### src/rtl/i2c_cfg_sequencer.sv
// Power-up configuration sequencer: walks a register-init ROM and issues one
// 16-bit I2C register write per entry, with NACK retry and inter-write gap.
module i2c_cfg_sequencer #(
  parameter int         N_REGS     = 10,
  parameter logic [6:0] DEV_ADDR   = 7'h1A,
  parameter int         MAX_RETRY  = 3,
  parameter int         GAP_CYCLES = 16,
  parameter int         IDX_W      = (N_REGS > 1) ? $clog2(N_REGS) : 1
) (
  input  logic             s_CLK,
  input  logic             s_NRESET,
  input  logic             s_EN,
  output logic [IDX_W-1:0] o_ROM_ADDR,
  input  logic [15:0]      i_ROM_DATA,
  output logic             o_TX_VALID,
  input  logic             i_TX_READY,
  output logic [6:0]       o_TX_DEV,
  output logic [15:0]      o_TX_WORD,
  input  logic             i_TX_DONE,
  input  logic             i_TX_NACK,
  output logic             o_BUSY,
  output logic             o_DONE,
  output logic             o_ERROR,
  output logic [IDX_W-1:0] o_ERR_IDX
);

  localparam int RTY_W = $clog2(MAX_RETRY + 1);
  localparam int GAP_W = (GAP_CYCLES > 0) ? $clog2(GAP_CYCLES + 1) : 1;

  localparam logic [IDX_W-1:0] LAST_IDX = IDX_W'(N_REGS - 1);
  localparam logic [RTY_W-1:0] RTY_MAX  = RTY_W'(MAX_RETRY);
  localparam logic [GAP_W-1:0] GAP_MAX  = GAP_W'(GAP_CYCLES);
  localparam logic             HAS_GAP  = (GAP_CYCLES > 0) ? 1'b1 : 1'b0;

  localparam logic [2:0] S_IDLE  = 3'd0;
  localparam logic [2:0] S_FETCH = 3'd1;
  localparam logic [2:0] S_LATCH = 3'd2;
  localparam logic [2:0] S_ISSUE = 3'd3;
  localparam logic [2:0] S_WAIT  = 3'd4;
  localparam logic [2:0] S_GAP   = 3'd5;
  localparam logic [2:0] S_DONE  = 3'd6;
  localparam logic [2:0] S_ERROR = 3'd7;

  logic [2:0]       state_q,   state_d;
  logic [IDX_W-1:0] idx_q,     idx_d;
  logic [RTY_W-1:0] retry_q,   retry_d;
  logic [GAP_W-1:0] gap_q,     gap_d;
  logic [15:0]      word_q,    word_d;
  logic [IDX_W-1:0] err_idx_q, err_idx_d;
  logic             rtry_pq,   rtry_pd;
  logic             abort_q,   abort_d;

  // Next-state logic for the sequencer FSM and its counters.
  always_comb begin
    state_d   = state_q;
    idx_d     = idx_q;
    retry_d   = retry_q;
    gap_d     = gap_q;
    word_d    = word_q;
    err_idx_d = err_idx_q;
    rtry_pd   = rtry_pq;
    abort_d   = abort_q;
    case (state_q)
      S_IDLE: begin
        idx_d   = {IDX_W{1'b0}};
        retry_d = {RTY_W{1'b0}};
        abort_d = 1'b0;
        if (s_EN) state_d = S_FETCH;
        else      state_d = S_IDLE;
      end
      S_FETCH: begin
        if (!s_EN) state_d = S_IDLE;
        else       state_d = S_LATCH;
      end
      S_LATCH: begin
        if (!s_EN) begin
          state_d = S_IDLE;
        end else begin
          word_d  = i_ROM_DATA;
          state_d = S_ISSUE;
        end
      end
      S_ISSUE: begin
        // A request accepted in the same cycle EN falls is already owned by the engine.
        if (i_TX_READY) begin
          state_d = S_WAIT;
          abort_d = ~s_EN;
        end else if (!s_EN) begin
          state_d = S_IDLE;
        end else begin
          state_d = S_ISSUE;
        end
      end
      S_WAIT: begin
        if (!s_EN) abort_d = 1'b1;
        else       abort_d = abort_q;
        if (!i_TX_DONE) begin
          state_d = S_WAIT;
        end else if (abort_q || !s_EN) begin
          state_d = S_IDLE;
        end else if (!i_TX_NACK) begin
          retry_d = {RTY_W{1'b0}};
          rtry_pd = 1'b0;
          gap_d   = {GAP_W{1'b0}};
          if (idx_q == LAST_IDX) begin
            state_d = S_DONE;
          end else if (HAS_GAP) begin
            state_d = S_GAP;
          end else begin
            idx_d   = idx_q + IDX_W'(1);
            state_d = S_FETCH;
          end
        end else if ((retry_q + RTY_W'(1)) == RTY_MAX) begin
          err_idx_d = idx_q;
          state_d   = S_ERROR;
        end else begin
          retry_d = retry_q + RTY_W'(1);
          rtry_pd = 1'b1;
          gap_d   = {GAP_W{1'b0}};
          if (HAS_GAP) state_d = S_GAP;
          else         state_d = S_ISSUE;
        end
      end
      S_GAP: begin
        if (!s_EN) begin
          state_d = S_IDLE;
        end else if (gap_q != GAP_MAX) begin
          gap_d = gap_q + GAP_W'(1);
        end else if (rtry_pq) begin
          state_d = S_ISSUE;
        end else begin
          idx_d   = idx_q + IDX_W'(1);
          state_d = S_FETCH;
        end
      end
      S_DONE: begin
        if (!s_EN) state_d = S_IDLE;
        else       state_d = S_DONE;
      end
      S_ERROR: begin
        if (!s_EN) state_d = S_IDLE;
        else       state_d = S_ERROR;
      end
      default: state_d = S_IDLE;
    endcase
  end

  // State and datapath registers.
  always_ff @(posedge s_CLK or negedge s_NRESET) begin
    if (!s_NRESET) begin
      state_q   <= S_IDLE;
      idx_q     <= {IDX_W{1'b0}};
      retry_q   <= {RTY_W{1'b0}};
      gap_q     <= {GAP_W{1'b0}};
      word_q    <= 16'h0000;
      err_idx_q <= {IDX_W{1'b0}};
      rtry_pq   <= 1'b0;
      abort_q   <= 1'b0;
    end else begin
      state_q   <= state_d;
      idx_q     <= idx_d;
      retry_q   <= retry_d;
      gap_q     <= gap_d;
      word_q    <= word_d;
      err_idx_q <= err_idx_d;
      rtry_pq   <= rtry_pd;
      abort_q   <= abort_d;
    end
  end

  assign o_ROM_ADDR = idx_q;
  assign o_TX_WORD  = word_q;
  assign o_TX_DEV   = DEV_ADDR;
  assign o_ERR_IDX  = err_idx_q;
  assign o_TX_VALID = (state_q == S_ISSUE);
  assign o_DONE     = (state_q == S_DONE);
  assign o_ERROR    = (state_q == S_ERROR);
  assign o_BUSY     = (state_q != S_IDLE) && (state_q != S_DONE) && (state_q != S_ERROR);

endmodule

### config.mk
export PLATFORM = sky130hd
export DESIGN_NAME = i2c_cfg_sequencer
export DESIGN_NICKNAME = d
export VERILOG_FILES = /design/src/rtl/i2c_cfg_sequencer.sv
export SDC_FILE = /design/constraint.sdc
export NUM_CORES = 1
export LEC_CHECK = 0
export BUFFER_PORTS_ARGS = -buffer_cell sky130_fd_sc_hd__buf_2
export CAP_MARGIN = 20
export CORE_UTILIZATION = 49
export CTS_CLUSTER_SIZE = 24
export DETAILED_ROUTE_END_ITERATION = 16
export PLACE_DENSITY = 0.73
export SETUP_SLACK_MARGIN = 0.02
export SYNTH_ARGS = -nofsm -noshare
export SYNTH_HDL_FRONTEND = slang
export SYNTH_SLANG_ARGS = --single-unit
### constraint.sdc
create_clock -name s_CLK -period 1.7 [get_ports s_CLK]
set_input_delay 0.34 -clock s_CLK [delete_from_list [all_inputs] [get_ports s_CLK]]
set_output_delay 0.34 -clock s_CLK [all_outputs]
set_load 0.03 [all_outputs]
==> impl_metrics.tcl, run 1 <==
set metrics [dict create \
    drc 0 \
    antenna_found_initial 0 \
    num_vias 1430 \
    cts_buffer_depth 2 \
    wl_microns 3787 \
    grt_max_degree 37 \
    numClockSinks 36 \
    ys_warn_count 0 \
    nFillCells 332 \
    avgSynthCellArea_sq_um 11.61 \
    synth_top_cell_by_area "dfrtp_1" \
    ant_nets 0 \
    firstDrtPassIters 4 \
    n_antenna_cell 0 \
    status "completed" \
    drt_iter0_drc 43 \
    io_pins 57 \
    async_reset_ff_frac 1.000 \
    cts.htree.levels 2 \
    start_util 0.5287 \
    hpwl_microns 2780 \
    crit_required_ns 1.36 \
    core_sq_mm 0.003799 \
    maxSlewViolCount 0 \
    cp_max_fo 6 \
    grt_pass1_wl_microns 6203 \
    routedWlPerCell_microns 13.53 \
    ys_seq_elements 36 \
    cts_tree "done" \
    crit_path_end_kind "output pin" \
    die_x_microns 66.02 \
    clk_latency_ns 0.29 \
    dp_slack_ns 0.1567 \
    dieArea_sq_mm 0.004359 \
    p_leak_nw 1.174 \
    cts-buffers-inserted 5 \
    hp-class "primary input to async pin" \
    peakVddDrop_uv 744.3 \
    post_drt_via_cell_ratio 5.107 \
    syn-cell-area_sq_mm 0.002008 \
    start_kind "flip-flop" \
    reg2reg_depth 6 \
    grt_use_total 0.1934 \
    grt_pass1_vias 1356 \
    drive_gt1_frac 0.4353 \
    synth_edf_count 0 \
    maxCapViolations 0 \
    overflow 0 \
    power.density_mw_per_mm2 1639 \
    fin_skew_ns 0.006438 \
    gp_congestion 0.7726 \
    ys.flop_type "dfrtp_1" \
    rsz0062_at_grt "no" \
    yosysUniqueCellTypes 46 \
    die_y_microns 66.02 \
    final_nets 258 \
    worst_slack_ns 0.07973 \
    criticalPathCategory "flip-flop to output pin" \
    setup_viol 0 \
    finalPower_mw 3.966 \
    num_rows 22 \
    clock-root-buffer "clkbuf_8" \
    arrival_ns 1.28 \
    areaGrowthSynthToFinish_pct 20.50 \
    ys_seq_area_frac 0.4486 \
    io_buffers 49 \
    clkTransAtPathRegs_ns 0.06 \
    post_dp_cell_area_sq_mm 0.002290 \
    setup-tns-final_ns 0 \
    synth_top_cells_by_area "dfrtp_1 (45%), mux2_4 (7.5%), mux2_2 (5.6%)" \
    hold_violations 0 \
    synth_top_area_frac 0.4486 \
    period_share 0.9531 \
    syn_inst 173 \
    finalCriticalPeriod_ns 1.620 \
    max_freq_mhz 617.2 \
    design_area_sq_mm 0.002420 \
]
## metal layers
| layer | wire (microns) | track usage |
|---|---|---|
| met1 | 1766 | 0.2616 |
| met2 | 1847 | 0.2921 |
| met3 | 121 | 0.04655 |
| met4 | 52 | 0.08777 |
| met5 | 0 | 0 |
## state kept, by name, indices dropped and copies added (netlist names)
register and flops:
retry_q 2, o_ROM_ADDR 4, abort_q 1, o_ERR_IDX 4
state_q 3, rtry_pq 1, o_TX_WORD 16, gap_q 5
## final timing paths
check                               start       endpoint  slack, ns
max reg2reg                      gap_q[0]  o_ROM_ADDR[3]       0.15
min                              s_NRESET        abort_q       0.08
min reg2reg                  o_TX_WORD[4]   o_TX_WORD[4]       0.50
min in group s_CLK         i_ROM_DATA[13]  o_TX_WORD[13]       0.28
max                            state_q[2]         o_BUSY       0.08
max in group asynchronous        s_NRESET     state_q[2]       1.29
## where the power goes
| part | switching, mW | internal, mW | total [mW] | leakage (nW) |
|---|---|---|---|---|
| Clock | 0.282 | 0.330 | 0.613 | 0.0455 |
| Combinational | 1.16 | 0.852 | 2.01 | 0.670 |
| Sequential | 0.196 | 1.14 | 1.34 | 0.459 |
| Total | 1.64 | 2.33 | 3.97 | 1.17 |
## critical path: stages (launching register included)
cell	delay [ns]
dfrtp_2	0.41
buf_4	0.18
nor3_4	0.18
a21oi_1	0.06
buf_4	0.17
## placed cells by master (no fill, tap or decap), types with 4 or more instances in the layout
cell / instances
nor2b_1: 6
buf_4: 11
clkbuf_8: 6
ha_1: 5
buf_2: 48
nor2_1: 15
nand2_1: 8
conb_1: 7
dfrtp_1: 34
inv_1: 7
xor2_1: 4
mux2_4: 10
o21ai_0: 6
mux2_2: 10
## cell type report
type / instances / area, sq um / share of cell area
clock buffer: 8 / 90.09 / 0.03723
multi-input combinational: 120 / 977.2 / 0.4038
sequential: 36 / 903.4 / 0.3733
tap: 48 / 60.06 / 0.02482
timing repair buffer: 61 / 362.8 / 0.1499
inverter: 7 / 26.28 / 0.01086
## timing repair
action / in CTS / in global routing
buffers inserted: 1 / 2
gates resized for setup: 1 / 3
hold buffers: 0 / 0
endpoints found under the setup margin: 4 / 4
pin swaps: 1 / 1
## kinds of logic after synthesis
group / Yosys count / share of synthesized area
buf+inv: 22 / 0.07414
xor+xnor: 6 / 0.02617
compound gates: 27 / 0.09346
mux: 20 / 0.1308
flops: 36 / 0.4486
fa+ha+maj: 5 / 0.03115
other cells: 2 / 0.003740
simple gates: 55 / 0.1919
## metrics by stage
step                instances  hold WS (ns)    util
floorplan                 178       0.04441       -
global placement          269        0.4093  0.6028
detailed placement        269        0.4081  0.6028
CTS                       278       0.09439  0.6288
global route              280        0.1220  0.6370
finish                    280       0.07771  0.6370
## cell usage after synthesis, types with 2 or more instances
master	number
mux2_4	10
buf_6	3
ha_1	5
nand4_1	3
nor2b_1	6
nand2_1	8
nor3_1	2
nand3_1	3
a31oi_1	3
nor4_2	2
o22ai_1	2
xnor2_1	2
nor3_4	2
a22oi_1	2
mux2_2	10
o31a_1	2
nand2b_1	3
inv_1	7
xor2_1	4
dfrtp_1	36
nor2_4	2
a21oi_1	3
conb_1	2
buf_4	8
o2bb2ai_1	2
o21ai_0	6
buf_2	2
nor2_1	15
Note: power is estimated with default switching activity, not from simulation.
==> run 2: changes to the inputs <==
--- a/config.mk
+++ b/config.mk
@@ -10,7 +10,7 @@
 export CORE_UTILIZATION = 49
 export CTS_CLUSTER_SIZE = 24
 export DETAILED_ROUTE_END_ITERATION = 16
-export PLACE_DENSITY = 0.73
+export PLACE_DENSITY = 0.76
 export SETUP_SLACK_MARGIN = 0.02
 export SYNTH_ARGS = -nofsm -noshare
 export SYNTH_HDL_FRONTEND = slang
==> impl_metrics.tcl, run 2 (synthesized netlist as in run 1, its figures left out) <==
set metrics [dict create \
    status "completed" \
    netSwitchingPower_mw 1.692 \
    grt_max_degree 37 \
    worst_slack_ns 0.07941 \
    crit_path_end_kind "output pin" \
    maxSlewViolCount 0 \
    grt_pass1_wl_microns 6313 \
    drc 0 \
    grt_pass1_vias 1392 \
    arrival_ns 1.28 \
    num_vias 1464 \
    crit_chain "buf_12 -> nor3_4 -> a21oi_1 -> clkbuf_4" \
    power.density_mw_per_mm2 1633 \
    hold_violations 0 \
    whs_ns 0.07209 \
    setup-tns-final_ns 0 \
    num_rows 22 \
    largest_reg_flops 16 \
    cts_tree "done" \
    finalCriticalPeriod_ns 1.621 \
    clock_power_share 0.153 \
    hpwl_microns 2904 \
    final_cell_mix "buf_2 (48), dfrtp_1 (35), nor2_1 (15), mux2_4 (10), mux2_2 (10)" \
    die_y_microns 66.02 \
    peakVddDrop_uv 522.2 \
    cts.htree.levels 2 \
    post_drt_via_cell_ratio 5.247 \
    p_leak_nw 1.184 \
    clkTransAtPathRegs_ns 0.07 \
    overflow 0 \
    firstDrtPassIters 4 \
    power.internal_mw 2.262 \
    rr_endpoint "o_ROM_ADDR[3]" \
    wl_microns 3907 \
    crit_required_ns 1.36 \
    drive_gt1_frac 0.4372 \
    areaGrowthSynthToFinish_pct 20.56 \
    antenna_found_initial 0 \
    dp_slack_ns 0.1581 \
    cp.buffers_inverters 2 \
    dieArea_sq_mm 0.004359 \
    clock-root-buffer "clkbuf_8" \
    grt_use_total 0.1962 \
    die_x_microns 66.02 \
    criticalPathCategory "flip-flop to output pin" \
    path_depth 4 \
    cts-buffers-inserted 5 \
    maxCapViolations 0 \
    p_comb_frac 0.503 \
    finalPower_mw 3.954 \
    clk_latency_ns 0.29 \
    cp_max_fo 19 \
    period_share 0.9533 \
    hp-class "primary input to async pin" \
    reg2reg_depth 6 \
    cts_buffer_depth 2 \
    start_kind "flip-flop" \
    final_nets 257 \
    r2r-start "gap_q[0]" \
    start_util 0.5287 \
    n_antenna_cell 0 \
    r2r_setup_slack_ns 0.16 \
    drt_iter0_drc 64 \
    ant_nets 0 \
    fin_skew_ns 0.004388 \
    rsz0062_at_grt "no" \
    cts_hold_buf 0 \
    gp_congestion 0.7974 \
    numClockSinks 36 \
    slowest_stage "dfrtp_1" \
    io_buffers 49 \
    layout_commonest_cell "buf_2" \
    p_sw_frac 0.4279 \
    path_delay_family "flip-flops" \
    routedWlPerCell_microns 14.00 \
    max_freq_mhz 617.1 \
    setup_viol 0 \
    seq_power_share 0.344 \
    io_pins 57 \
    core_sq_mm 0.003799 \
    crit_path_max_incr_delay_ns 0.40 \
]
## run 2: cell types whose count changed in the layout (fill, tap and decap cells not counted)
cell	before	now
buf_4	11	8
buf_6	0	1
clkbuf_1	2	0
clkbuf_4	0	1
clkbuf_8	6	5
clkinv_2	0	2
clkinv_4	0	1
dfrtp_1	34	35
dfrtp_2	2	1
nor4_2	2	1
nor4_4	0	1
## run 2: per-layer routing
metal | GRT usage | part of all wire | up-vias
met5 | 0 | 0 | -
met4 | 0.08511 | 0.012 | 0
met3 | 0.04655 | 0.038 | 6
met2 | 0.3151 | 0.51 | 37
met1 | 0.2511 | 0.44 | 713
li1 | - | - | 708
## run 2: how the worst max path moves through the flow
stage                          endpoint  startpoint
after floorplan                 o_ERROR  state_q[0]
after global placement    o_ROM_ADDR[3]    gap_q[0]
after detailed placement  o_ROM_ADDR[3]    gap_q[0]
after CTS                        o_DONE  state_q[1]
after global routing            o_ERROR  state_q[0]
final                            o_BUSY  state_q[2]
## run 2: stage by stage
| step | cells | area, sq um | utilization |
|---|---|---|---|
| finish | 279 | 2421 | 0.6374 |
| global route | 279 | 2421 | 0.6374 |
| detailed placement | 269 | 2302 | 0.6061 |
| floorplan | 178 | 2027 | - |
| CTS | 278 | 2399 | 0.6314 |
| global placement | 269 | 2302 | 0.6061 |
## run 2: final cells by class
type / count / area [sq um]
well taps: 48 / 60.06
clock inverters: 3 / 18.77
repair buffers: 60 / 359.1
fillers: 316 / 1378
multi-input cells: 120 / 985.9
inverters: 7 / 26.28
clock buffers: 5 / 68.82
flip-flops and latches: 36 / 902.1
## run 2: power groups by stage
stage	Combinational (mW)	Clock (mW)	Sequential, mW
floorplan	1.10	0	1.69
global placement	1.88	0	1.36
detailed placement	1.92	0	1.38
CTS	1.95	0.609	1.37
global route	2.12	0.651	1.40
finish	1.99	0.605	1.36
## run 2: timing repair
action                                  CTS  global route
endpoints found under the hold margin     0             0
setup buffers                             1             1
gates cloned                              0             0
gates resized for setup                   1             3
endpoints found under the setup margin    2             3
pin swaps                                 1             0
